File: src/rtl/lcd_text_if.sv
// Host-side buffer/refresh port and LCD pin bundle for lcd_text_engine.
// master = board logic / bench, slave = the engine.
interface lcd_text_if;
    logic       wr_en;
    logic [1:0] wr_row;
    logic [5:0] wr_col;
    logic [7:0] wr_char;
    logic       refresh_req;
    logic       init_done;
    logic       busy;
    logic       lcd_on;
    logic [7:0] lcd_data;
    logic       lcd_rs;
    logic       lcd_rw;
    logic       lcd_en;

    modport master (
        output wr_en, wr_row, wr_col, wr_char, refresh_req,
        input  init_done, busy, lcd_on, lcd_data, lcd_rs, lcd_rw, lcd_en
    );

    modport slave (
        input  wr_en, wr_row, wr_col, wr_char, refresh_req,
        output init_done, busy, lcd_on, lcd_data, lcd_rs, lcd_rw, lcd_en
    );
endinterface

File: src/rtl/lcd_text_engine.sv
// HD44780 text engine: power-up wait, init commands, then mirrors a ROWSxCOLS
// character buffer to the panel whenever it changes or a refresh is requested.
module lcd_text_engine #(
    parameter int unsigned COLS         = 16,
    parameter int unsigned ROWS         = 2,
    parameter int unsigned EN_CYCLES    = 12,
    parameter int unsigned DLY_CYCLES   = 262143,
    parameter int unsigned PWRUP_CYCLES = 750000
) (
    input  logic      clk,
    input  logic      rst,
    lcd_text_if.slave bus
);
    localparam int unsigned XFER  = 1 + EN_CYCLES + DLY_CYCLES;
    localparam int unsigned XW    = $clog2(XFER);
    localparam int unsigned PW    = (PWRUP_CYCLES > 1) ? $clog2(PWRUP_CYCLES) : 1;
    localparam int unsigned RW    = (ROWS > 1) ? $clog2(ROWS) : 1;
    localparam int unsigned CW    = $clog2(COLS + 1);
    localparam int unsigned CELLS = ROWS * COLS;
    localparam int unsigned AW    = (CELLS > 1) ? $clog2(CELLS) : 1;

    typedef enum logic [1:0] {PWRUP, INIT, IDLE, REFRESH} state_t;
    state_t state, state_nxt;

    logic [7:0]    buffer [CELLS];
    logic          dirty;
    logic [PW-1:0] pwr_cnt;
    logic [XW-1:0] xcnt;
    logic [1:0]    init_idx, init_idx_nxt;
    logic [RW-1:0] row, row_nxt;
    logic [CW-1:0] col, col_nxt;
    logic [7:0]    data_q, data_nxt;
    logic          rs_q, rs_nxt, done_q;
    logic          load, xfer_last, pwr_last, wr_valid;
    logic [AW-1:0] wr_addr, rd_addr;

    function automatic logic [7:0] init_cmd(input logic [1:0] i);
        case (i)
            2'd0:    return 8'h38;
            2'd1:    return 8'h0C;
            2'd2:    return 8'h01;
            default: return 8'h06;
        endcase
    endfunction

    function automatic logic [7:0] row_cmd(input logic [RW-1:0] r);
        logic [7:0] base;
        case (32'(r))
            0:       base = 8'h00;
            1:       base = 8'h40;
            2:       base = 8'(COLS);
            default: base = 8'h40 + 8'(COLS);
        endcase
        return 8'h80 | base;
    endfunction

    assign wr_valid  = bus.wr_en && (32'(bus.wr_row) < ROWS) && (32'(bus.wr_col) < COLS);
    assign wr_addr   = AW'(32'(bus.wr_row) * COLS + 32'(bus.wr_col));
    assign rd_addr   = AW'(32'(row) * COLS + 32'(col));
    assign pwr_last  = (pwr_cnt == PW'(PWRUP_CYCLES - 1));
    assign xfer_last = (xcnt == XW'(XFER - 1));

    always_ff @(posedge clk or posedge rst) begin
        if (rst) state <= PWRUP;
        else     state <= state_nxt;
    end

    // load marks the edge that starts a transfer's setup cycle; col counts
    // transfers already issued in the current row (0 = row command pending).
    always_comb begin
        state_nxt    = state;
        load         = 1'b0;
        init_idx_nxt = init_idx;
        row_nxt      = row;
        col_nxt      = col;
        data_nxt     = data_q;
        rs_nxt       = 1'b0;
        case (state)
            PWRUP: if (pwr_last) begin
                state_nxt    = INIT;
                load         = 1'b1;
                init_idx_nxt = '0;
                data_nxt     = init_cmd(2'd0);
            end
            INIT: if (xfer_last) begin
                if (init_idx == 2'd3) begin
                    state_nxt = IDLE;
                end else begin
                    load         = 1'b1;
                    init_idx_nxt = init_idx + 2'd1;
                    data_nxt     = init_cmd(init_idx + 2'd1);
                end
            end
            IDLE: if (dirty) begin
                state_nxt = REFRESH;
                load      = 1'b1;
                row_nxt   = '0;
                col_nxt   = '0;
                data_nxt  = row_cmd('0);
            end
            REFRESH: if (xfer_last) begin
                if (col == CW'(COLS)) begin
                    if (row == RW'(ROWS - 1)) begin
                        state_nxt = IDLE;
                    end else begin
                        load     = 1'b1;
                        row_nxt  = row + RW'(1);
                        col_nxt  = '0;
                        data_nxt = row_cmd(row + RW'(1));
                    end
                end else begin
                    load     = 1'b1;
                    col_nxt  = col + CW'(1);
                    rs_nxt   = 1'b1;
                    data_nxt = buffer[rd_addr];
                end
            end
            default: state_nxt = PWRUP;
        endcase
    end

    always_comb begin
        bus.busy   = (state != IDLE);
        bus.lcd_en = ((state == INIT) || (state == REFRESH)) &&
                     (xcnt != '0) && (32'(xcnt) <= EN_CYCLES);
    end

    assign bus.lcd_on    = 1'b1;
    assign bus.lcd_rw    = 1'b0;
    assign bus.lcd_data  = data_q;
    assign bus.lcd_rs    = rs_q;
    assign bus.init_done = done_q;

    always_ff @(posedge clk or posedge rst) begin
        if (rst) begin
            pwr_cnt  <= '0;
            xcnt     <= '0;
            init_idx <= '0;
            row      <= '0;
            col      <= '0;
            data_q   <= '0;
            rs_q     <= 1'b0;
            done_q   <= 1'b0;
            dirty    <= 1'b1;
        end else begin
            if (state == PWRUP) pwr_cnt <= pwr_cnt + PW'(1);
            if (((state == INIT) || (state == REFRESH)) && !xfer_last) xcnt <= xcnt + XW'(1);
            else                                                       xcnt <= '0;
            init_idx <= init_idx_nxt;
            row      <= row_nxt;
            col      <= col_nxt;
            if (load) begin
                data_q <= data_nxt;
                rs_q   <= rs_nxt;
            end
            if ((state == INIT) && (state_nxt == IDLE)) done_q <= 1'b1;
            // IDLE consumes dirty, but a same-cycle write/request keeps it set
            dirty <= wr_valid | bus.refresh_req | (dirty & (state != IDLE));
        end
    end

    always_ff @(posedge clk or posedge rst) begin
        if (rst) begin
            for (int unsigned i = 0; i < CELLS; i++) buffer[i] <= 8'h20;
        end else if (wr_valid) begin
            buffer[wr_addr] <= bus.wr_char;
        end
    end
endmodule
File: src/flat_wrapper.sv
// flat-port wrapper written by rule: the top's interface ports become plain ports
module lcd_text_engine_flat 
#(
    parameter int unsigned COLS         = 16,
    parameter int unsigned ROWS         = 2,
    parameter int unsigned EN_CYCLES    = 12,
    parameter int unsigned DLY_CYCLES   = 262143,
    parameter int unsigned PWRUP_CYCLES = 750000
)
  (clk, rst, bus_wr_en, bus_wr_row, bus_wr_col, bus_wr_char, bus_refresh_req, bus_init_done, bus_busy, bus_lcd_on, bus_lcd_data, bus_lcd_rs, bus_lcd_rw, bus_lcd_en);
  lcd_text_if bus_i ();
  input  logic clk;
  input  logic rst;
  input wire logic [$bits(bus_i.wr_en)-1:0] bus_wr_en;
  input wire logic [$bits(bus_i.wr_row)-1:0] bus_wr_row;
  input wire logic [$bits(bus_i.wr_col)-1:0] bus_wr_col;
  input wire logic [$bits(bus_i.wr_char)-1:0] bus_wr_char;
  input wire logic [$bits(bus_i.refresh_req)-1:0] bus_refresh_req;
  output wire logic [$bits(bus_i.init_done)-1:0] bus_init_done;
  output wire logic [$bits(bus_i.busy)-1:0] bus_busy;
  output wire logic [$bits(bus_i.lcd_on)-1:0] bus_lcd_on;
  output wire logic [$bits(bus_i.lcd_data)-1:0] bus_lcd_data;
  output wire logic [$bits(bus_i.lcd_rs)-1:0] bus_lcd_rs;
  output wire logic [$bits(bus_i.lcd_rw)-1:0] bus_lcd_rw;
  output wire logic [$bits(bus_i.lcd_en)-1:0] bus_lcd_en;
  assign bus_i.wr_en = bus_wr_en;
  assign bus_i.wr_row = bus_wr_row;
  assign bus_i.wr_col = bus_wr_col;
  assign bus_i.wr_char = bus_wr_char;
  assign bus_i.refresh_req = bus_refresh_req;
  assign bus_init_done = bus_i.init_done;
  assign bus_busy = bus_i.busy;
  assign bus_lcd_on = bus_i.lcd_on;
  assign bus_lcd_data = bus_i.lcd_data;
  assign bus_lcd_rs = bus_i.lcd_rs;
  assign bus_lcd_rw = bus_i.lcd_rw;
  assign bus_lcd_en = bus_i.lcd_en;
  lcd_text_engine #(.COLS(COLS), .ROWS(ROWS), .EN_CYCLES(EN_CYCLES), .DLY_CYCLES(DLY_CYCLES), .PWRUP_CYCLES(PWRUP_CYCLES)) u_core (.clk(clk), .rst(rst), .bus(bus_i));
endmodule
File: config.mk
export PLATFORM = sky130hd
export DESIGN_NAME = lcd_text_engine_flat
export DESIGN_NICKNAME = d
export VERILOG_FILES = /design/src/rtl/lcd_text_if.sv /design/src/rtl/lcd_text_engine.sv /design/src/flat_wrapper.sv
export SDC_FILE = /design/constraint.sdc
export NUM_CORES = 1
export LEC_CHECK = 0
export BUFFER_PORTS_ARGS = -buffer_cell sky130_fd_sc_hd__buf_4
export CAP_MARGIN = 20
export CORE_MARGIN = 5
export CORE_UTILIZATION = 50
export CTS_CLUSTER_SIZE = 12
export DETAILED_ROUTE_END_ITERATION = 6
export PLACE_DENSITY_LB_ADDON = 0.1
export SYNTH_ARGS = -nofsm -noshare
export SYNTH_HDL_FRONTEND = slang
export SYNTH_SLANG_ARGS = --single-unit
File: constraint.sdc
create_clock -name clk -period 12.9 [get_ports clk]
set_clock_uncertainty 0.1 [all_clocks]
set_input_delay 0.645 -clock clk [delete_from_list [all_inputs] [get_ports clk]]
set_output_delay 0.645 -clock clk [all_outputs]
set_load 0.02 [all_outputs]
==> results of run 1 <==
==> logic make-up (layout without fill, tap and decap cells) <==
logic type	after synthesis	count (layout)	share of synthesized area
fa+ha+maj	9	9	0.007630
flops	316	316	0.5386
xor+xnor	35	35	0.02077
mux	343	343	0.3201
compound gates	56	56	0.02586
simple gates	188	188	0.06401
other cells	2	2	0.0005089
buf+inv	76	127	0.02247
==> state kept, by name (all words and copies together) (netlist names) <==
register / cells
u_core.buffer: 256
u_core.state: 2
u_core.dirty: 1
u_core.xcnt: 19
u_core.bus.lcd_data: 8
u_core.bus.init_done: 1
u_core.row: 1
u_core.pwr_cnt: 20
u_core.col: 5
u_core.bus.lcd_rs: 1
u_core.init_idx: 2
==> synthesized netlist by cell type, types with 3 or more instances <==
cell,n
a21oi_1,9
a2bb2oi_1,3
a31oi_1,6
and2_1,3
and3_1,3
buf_2,10
buf_4,5
clkbuf_1,39
dfrtp_1,283
dfstp_2,33
ha_1,9
inv_1,17
mux2_2,262
mux2i_1,4
mux4_2,77
nand2_1,37
nand2b_1,5
nand3_1,25
nand4_1,7
nor2_1,62
nor2b_1,5
nor3_1,10
nor4_1,7
o21ai_0,14
o2bb2ai_1,3
o31ai_1,5
o41ai_1,3
or3_1,5
xnor2_1,20
xor2_1,15
==> worst paths after layout <==
path,from,slack (ns),cells past startpoint,endpoint
max in group asynchronous,rst,11.01,3,u_core.col[0]
worst min register to register,u_core.bus.init_done,0.37,1,u_core.bus.init_done
worst max-delay path,u_core.col[0],9.38,8,u_core.bus.lcd_data[6]
min in group clk,bus_refresh_req,0.26,2,u_core.dirty
worst max register to register,u_core.col[0],9.38,8,u_core.bus.lcd_data[6]
worst min-delay path,rst,0.22,2,u_core.xcnt[12]
==> stage by stage <==
| step | hold WS (ns) | setup slack (ns) | cell area (um2) |
|---|---|---|---|
| 2_1_floorplan | 0.3343 | 3.467 | 14760 |
| 3_3_place_gp | 0.3604 | 9.353 | 15300 |
| 3_5_place_dp | 0.3629 | 9.269 | 15300 |
| 4_1_cts | 0.2324 | 9.275 | 16510 |
| 5_1_grt | 0.2504 | 8.969 | 16520 |
| 6_report | 0.2214 | 9.383 | 16520 |
==> worst max-delay path: cells and delay by family (launching register included) <==
| family | cells | cell delay, ns |
|---|---|---|
| DFF | 1 | 0.74 |
| and+or+nand+nor | 2 | 0.57 |
| adders and majority gates | 1 | 0.28 |
| AOI/OAI and AO/OA | 3 | 0.76 |
| buffers and inverters | 2 | 0.95 |
==> power breakdown <==
| group | switching (mW) | internal (mW) |
|---|---|---|
| Clock | 0.401 | 0.619 |
| Sequential | 0.0202 | 1.04 |
| Combinational | 0.0598 | 0.0545 |
| Total | 0.481 | 1.71 |
==> layout make-up <==
cell class	count	area share
flip-flops and latches	316	0.4813
multi-input cells	633	0.3924
clock buffers	61	0.07072
well taps	390	0.02953
repair buffers	41	0.01885
inverters	18	0.004543
clock inverters	7	0.002574
==> per-layer routing <==
layer / track usage / up-vias / routed length (um)
met5: 0 / - / 0
met4: 0.05314 / 0 / 726
met3: 0.04928 / 47 / 1749
met2: 0.3119 / 200 / 15280
met1: 0.3089 / 4544 / 15970
li1: - / 3830 / -
==> run metrics, run 1 <==
final max-slew violation count 0; Hold-fix buffers, CTS 0; Remaining Overflow, GRT 0; Antenna Diode Count 0; Post-Route WL 33.73 mm; static leakage 7.442 nW; I/O Pins 34; first-pass GRT wire length 54.06 mm; arrival time at the worst endpoint 3.83 ns; Core Box Area 0.02940 mm2; commonest non-fill, non-tap cell in the layout dfrtp_1; Synth area leaders dfrtp_1 (48%), mux2_2 (20%), mux4_2 (12%); postcts setup bufs 0; cell count after synthesis 1025; Final Critical Period 3.518 ns; layout overhead on the synthesized area 11.97%; VDD IR-drop max 0.1049 mV; RSZ-0062 raised after global routing no; status finished clean; slowest CP cell dfrtp_4; fmax 0.2843 GHz; Ys Warns 0; Tcrit/Tclk final 0.2727; setup TNS 0 ns; Worst-Margin Slew 1.035 ns; syn_area_per_cell 14.40 um2; Buffers on Ports 31; routed length per instance 23.01 um; First-pass DRT Iterations 5; Synth top area share 0.4799; Util after Layout 0.5620; Placer Congestion 0.8026; Fin. Hold Viols 0; Main synth FF type dfrtp_1; die width 181.8 um; Final Non-Filler Cells 1466; die area 0.03305 mm2; cts bufs inserted 37; layout cells sized above 1 0.4470; layout net count 1076; Placed Cells incl. Taps 1397; clock-pin slew on the worst setup and hold paths 0.06 ns; vias in the first global route 8974; Layout fillers 2396; CP max FO 42; Synth Net Count 1054; worst-path cell chain buf_4, inv_1, ha_1, and4bb_1, a31oi_1, a31oi_1, or2_1, o41ai_2; hold crit path type in2async; FF+latch count, synth 316; Cell Rows 63; max-cap violations 0; CP required 13.21 ns; largest net degree at the start of global routing 121; EDFF count, synth 0; Final Power 2.193 mW; relative slew slack 0.3075; Synth async-reset ratio 1.000; CTS sink cnt 316; CTS tree done; effective utilization at floorplan 0.5019; Clock Path Buffers 3; CTS root buffer clkbuf_16; area of the multi-input gates 0.006485 mm2; Final HPWL DP 21.52 mm; Global Route Usage Sum 0.2080; CP dominant cell by count a31oi_1; clk_lat worst skew 0.52 ns; Pwr per Cell Area 132.7 mW/mm2; max incr delay on CP 0.74 ns; vias per cell 5.881; # DRC 0; htree depth 2; Post-Synthesis Cell Area 0.01476 mm2; crit path kind reg2reg; most frequent cells in the layout dfrtp_1 (281), mux2_2 (262), mux4_2 (77); Setup crit end kind flip-flop; post-synthesis cell type count 56; cts repair resizes 0; Die Height 181.8 um; DRT iter0 DRCs 513; leading area contributor after synthesis dfrtp_1; startpoint types flip-flop; final setup violation count 0; Vias 8621; initial antenna violation count 0; post-route ant nets 0; sequential share of the synthesized area 0.5386; FF+latch area 0.007954 mm2
Note: power is estimated with default switching activity, not from simulation.
==> inputs of run 2 (changes only) <==
clock period = 2.95 ns   (was 12.9 ns; I/O delays follow)
==> run 2 against run 1 <==
Against the previous run: core utilization increased by 1.3 points; design area increased by 2.3%; die area unchanged; combinational power increased to 4.4 times the previous value; largest cell class unchanged.
==> run metrics, run 2 (synthesis gave the netlist of run 1 again) <==
status finished clean; Layout fillers 2355; vias per cell 5.898; layout overhead on the synthesized area 14.55%; largest net degree at the start of global routing 102; postcts setup bufs 0; First-pass DRT Iterations 5; final setup violation count 0; Worst-Margin Slew 0.6586 ns; die area 0.03305 mm2; layout cells sized above 1 0.4633; Final Non-Filler Cells 1506; final worst slack 0.3797 ns; post-route ant nets 0; layout net count 1119; Clock Path Buffers 3; area of the multi-input gates 0.006485 mm2; setup TNS 0 ns; arrival time at the worst endpoint 2.86 ns; worst setup path start u_core.col[0]; cts bufs inserted 36; Critical Path End u_core.bus.lcd_data[0]; I/O Pins 34; Core Box Area 0.02940 mm2; max-cap violations 0; clock-pin slew on the worst setup and hold paths 0.06 ns; Antenna Diode Count 0; CTS sink cnt 316; crit path kind reg2reg; Fin. Hold Viols 0; CTS root buffer clkbuf_16; fmax 0.3891 GHz; register bank with the most flops u_core.buffer; Post-Place Setup Slack 0.3827 ns; max reg flops 256; Util after Layout 0.5750; Cell Area, Placed 0.01573 mm2; final max-slew violation count 0; Placer Congestion 0.8788; RSZ-0062 raised after global routing no; design area 0.01691 mm2; Pwr per Cell Area 561.4 mW/mm2; FF-to-FF path depth 6; static leakage 7.659 nW; Tcrit/Tclk final 0.8713; Vias 8883; Buffers on Ports 31; top flop regs u_core.buffer x256, u_core.pwr_cnt x20, u_core.xcnt x19; startpoint types flip-flop; DRT iter0 DRCs 589; relative slew slack 0.5597; Placed Cells incl. Taps 1440; r2r endpoint u_core.bus.lcd_data[0]; VDD IR-drop max 0.3288 mV; Global Route Usage Sum 0.2146; die width 181.8 um; effective utilization at floorplan 0.5019; vias in the first global route 9259; CP max FO 23; hold crit path type in2reg; CP required 3.24 ns; htree depth 2; initial antenna violation count 2; Final Critical Period 2.570 ns; hold depth 4; Cell Rows 63; Final Power 9.490 mW; Die Height 181.8 um; r2r setup slk 0.38 ns; clk_lat worst skew 0.51 ns; Remaining Overflow, GRT 0; # DRC 0; Setup crit end kind flip-flop; FF+latch area 0.007954 mm2; CTS tree done; worst reg2reg path startpoint u_core.col[0]; Post-Route WL 34.78 mm; commonest non-fill, non-tap cell in the layout dfrtp_1; first-pass GRT wire length 55.43 mm; Final HPWL DP 22.69 mm; most frequent cells in the layout dfrtp_1 (281), mux2_2 (262), mux4_2 (77); routed length per instance 23.10 um; worst hold slack 0.03185 ns
## run 2: cell count changes in the layout (fill, tap and decap cells not counted)
cell           before  now
buf_4              40   74
buf_12              0    9
clkbuf_8           11    8
clkinv_2            5    2
clkbuf_1           11   13
clkbuf_16          39   37
dlygate4sd3_1       0    2
buf_6               1    0
bufinv_16           0    1
clkinvlp_4          0    1
inv_6               2    3
inv_8               1    0
## run 2: worst max-delay path: stages (launching register included)
cell     delay, ns
dfrtp_4       0.52
buf_12        0.24
mux4_2        0.53
mux4_2        0.50
mux2_2        0.28
a22oi_1       0.17
mux2i_1       0.09
## run 2: power by group
part           switching (mW)  total, mW  internal [mW]
logic                   0.252      0.506          0.255
registers              0.0923       4.63           4.54
clock network            1.75       4.35           2.61
## run 2: how the worst min path moves through the flow
stage / from / endpoint / slack, ns
6_report: bus_wr_col[3] / u_core.buffer[221] / 0.03
4_1_cts: bus_wr_col[3] / u_core.buffer[221] / 0.01
2_1_floorplan: bus_refresh_req / u_core.dirty / 0.15
3_5_place_dp: rst / u_core.buffer[163] / 0.13
3_3_place_gp: rst / u_core.buffer[163] / 0.12
5_1_grt: bus_wr_char[5] / u_core.buffer[157] / 0.04
## run 2: cell type report
cell class                      instances  share of cell area
Sequential cell                       316              0.4705
Multi-Input combinational cell        633              0.3836
Clock buffer                           58             0.06417
Timing Repair Buffer                   85             0.04470
Tap cell                              390             0.02887
Inverter                               18            0.004219
Clock inverter                          6            0.003923
## run 2: per-layer routing
layer / track usage / up-vias / routed length, um
met5: 0 / - / 22
met4: 0.04833 / 4 / 646
met3: 0.03506 / 56 / 1413
met2: 0.3354 / 168 / 16150
met1: 0.3199 / 4728 / 16550
li1: - / 3927 / -
## run 2: timing repair
item / CTS / global route
endpoints found under the hold margin: 42 / 0
resized for setup: 0 / 0
hold buffers: 2 / 0
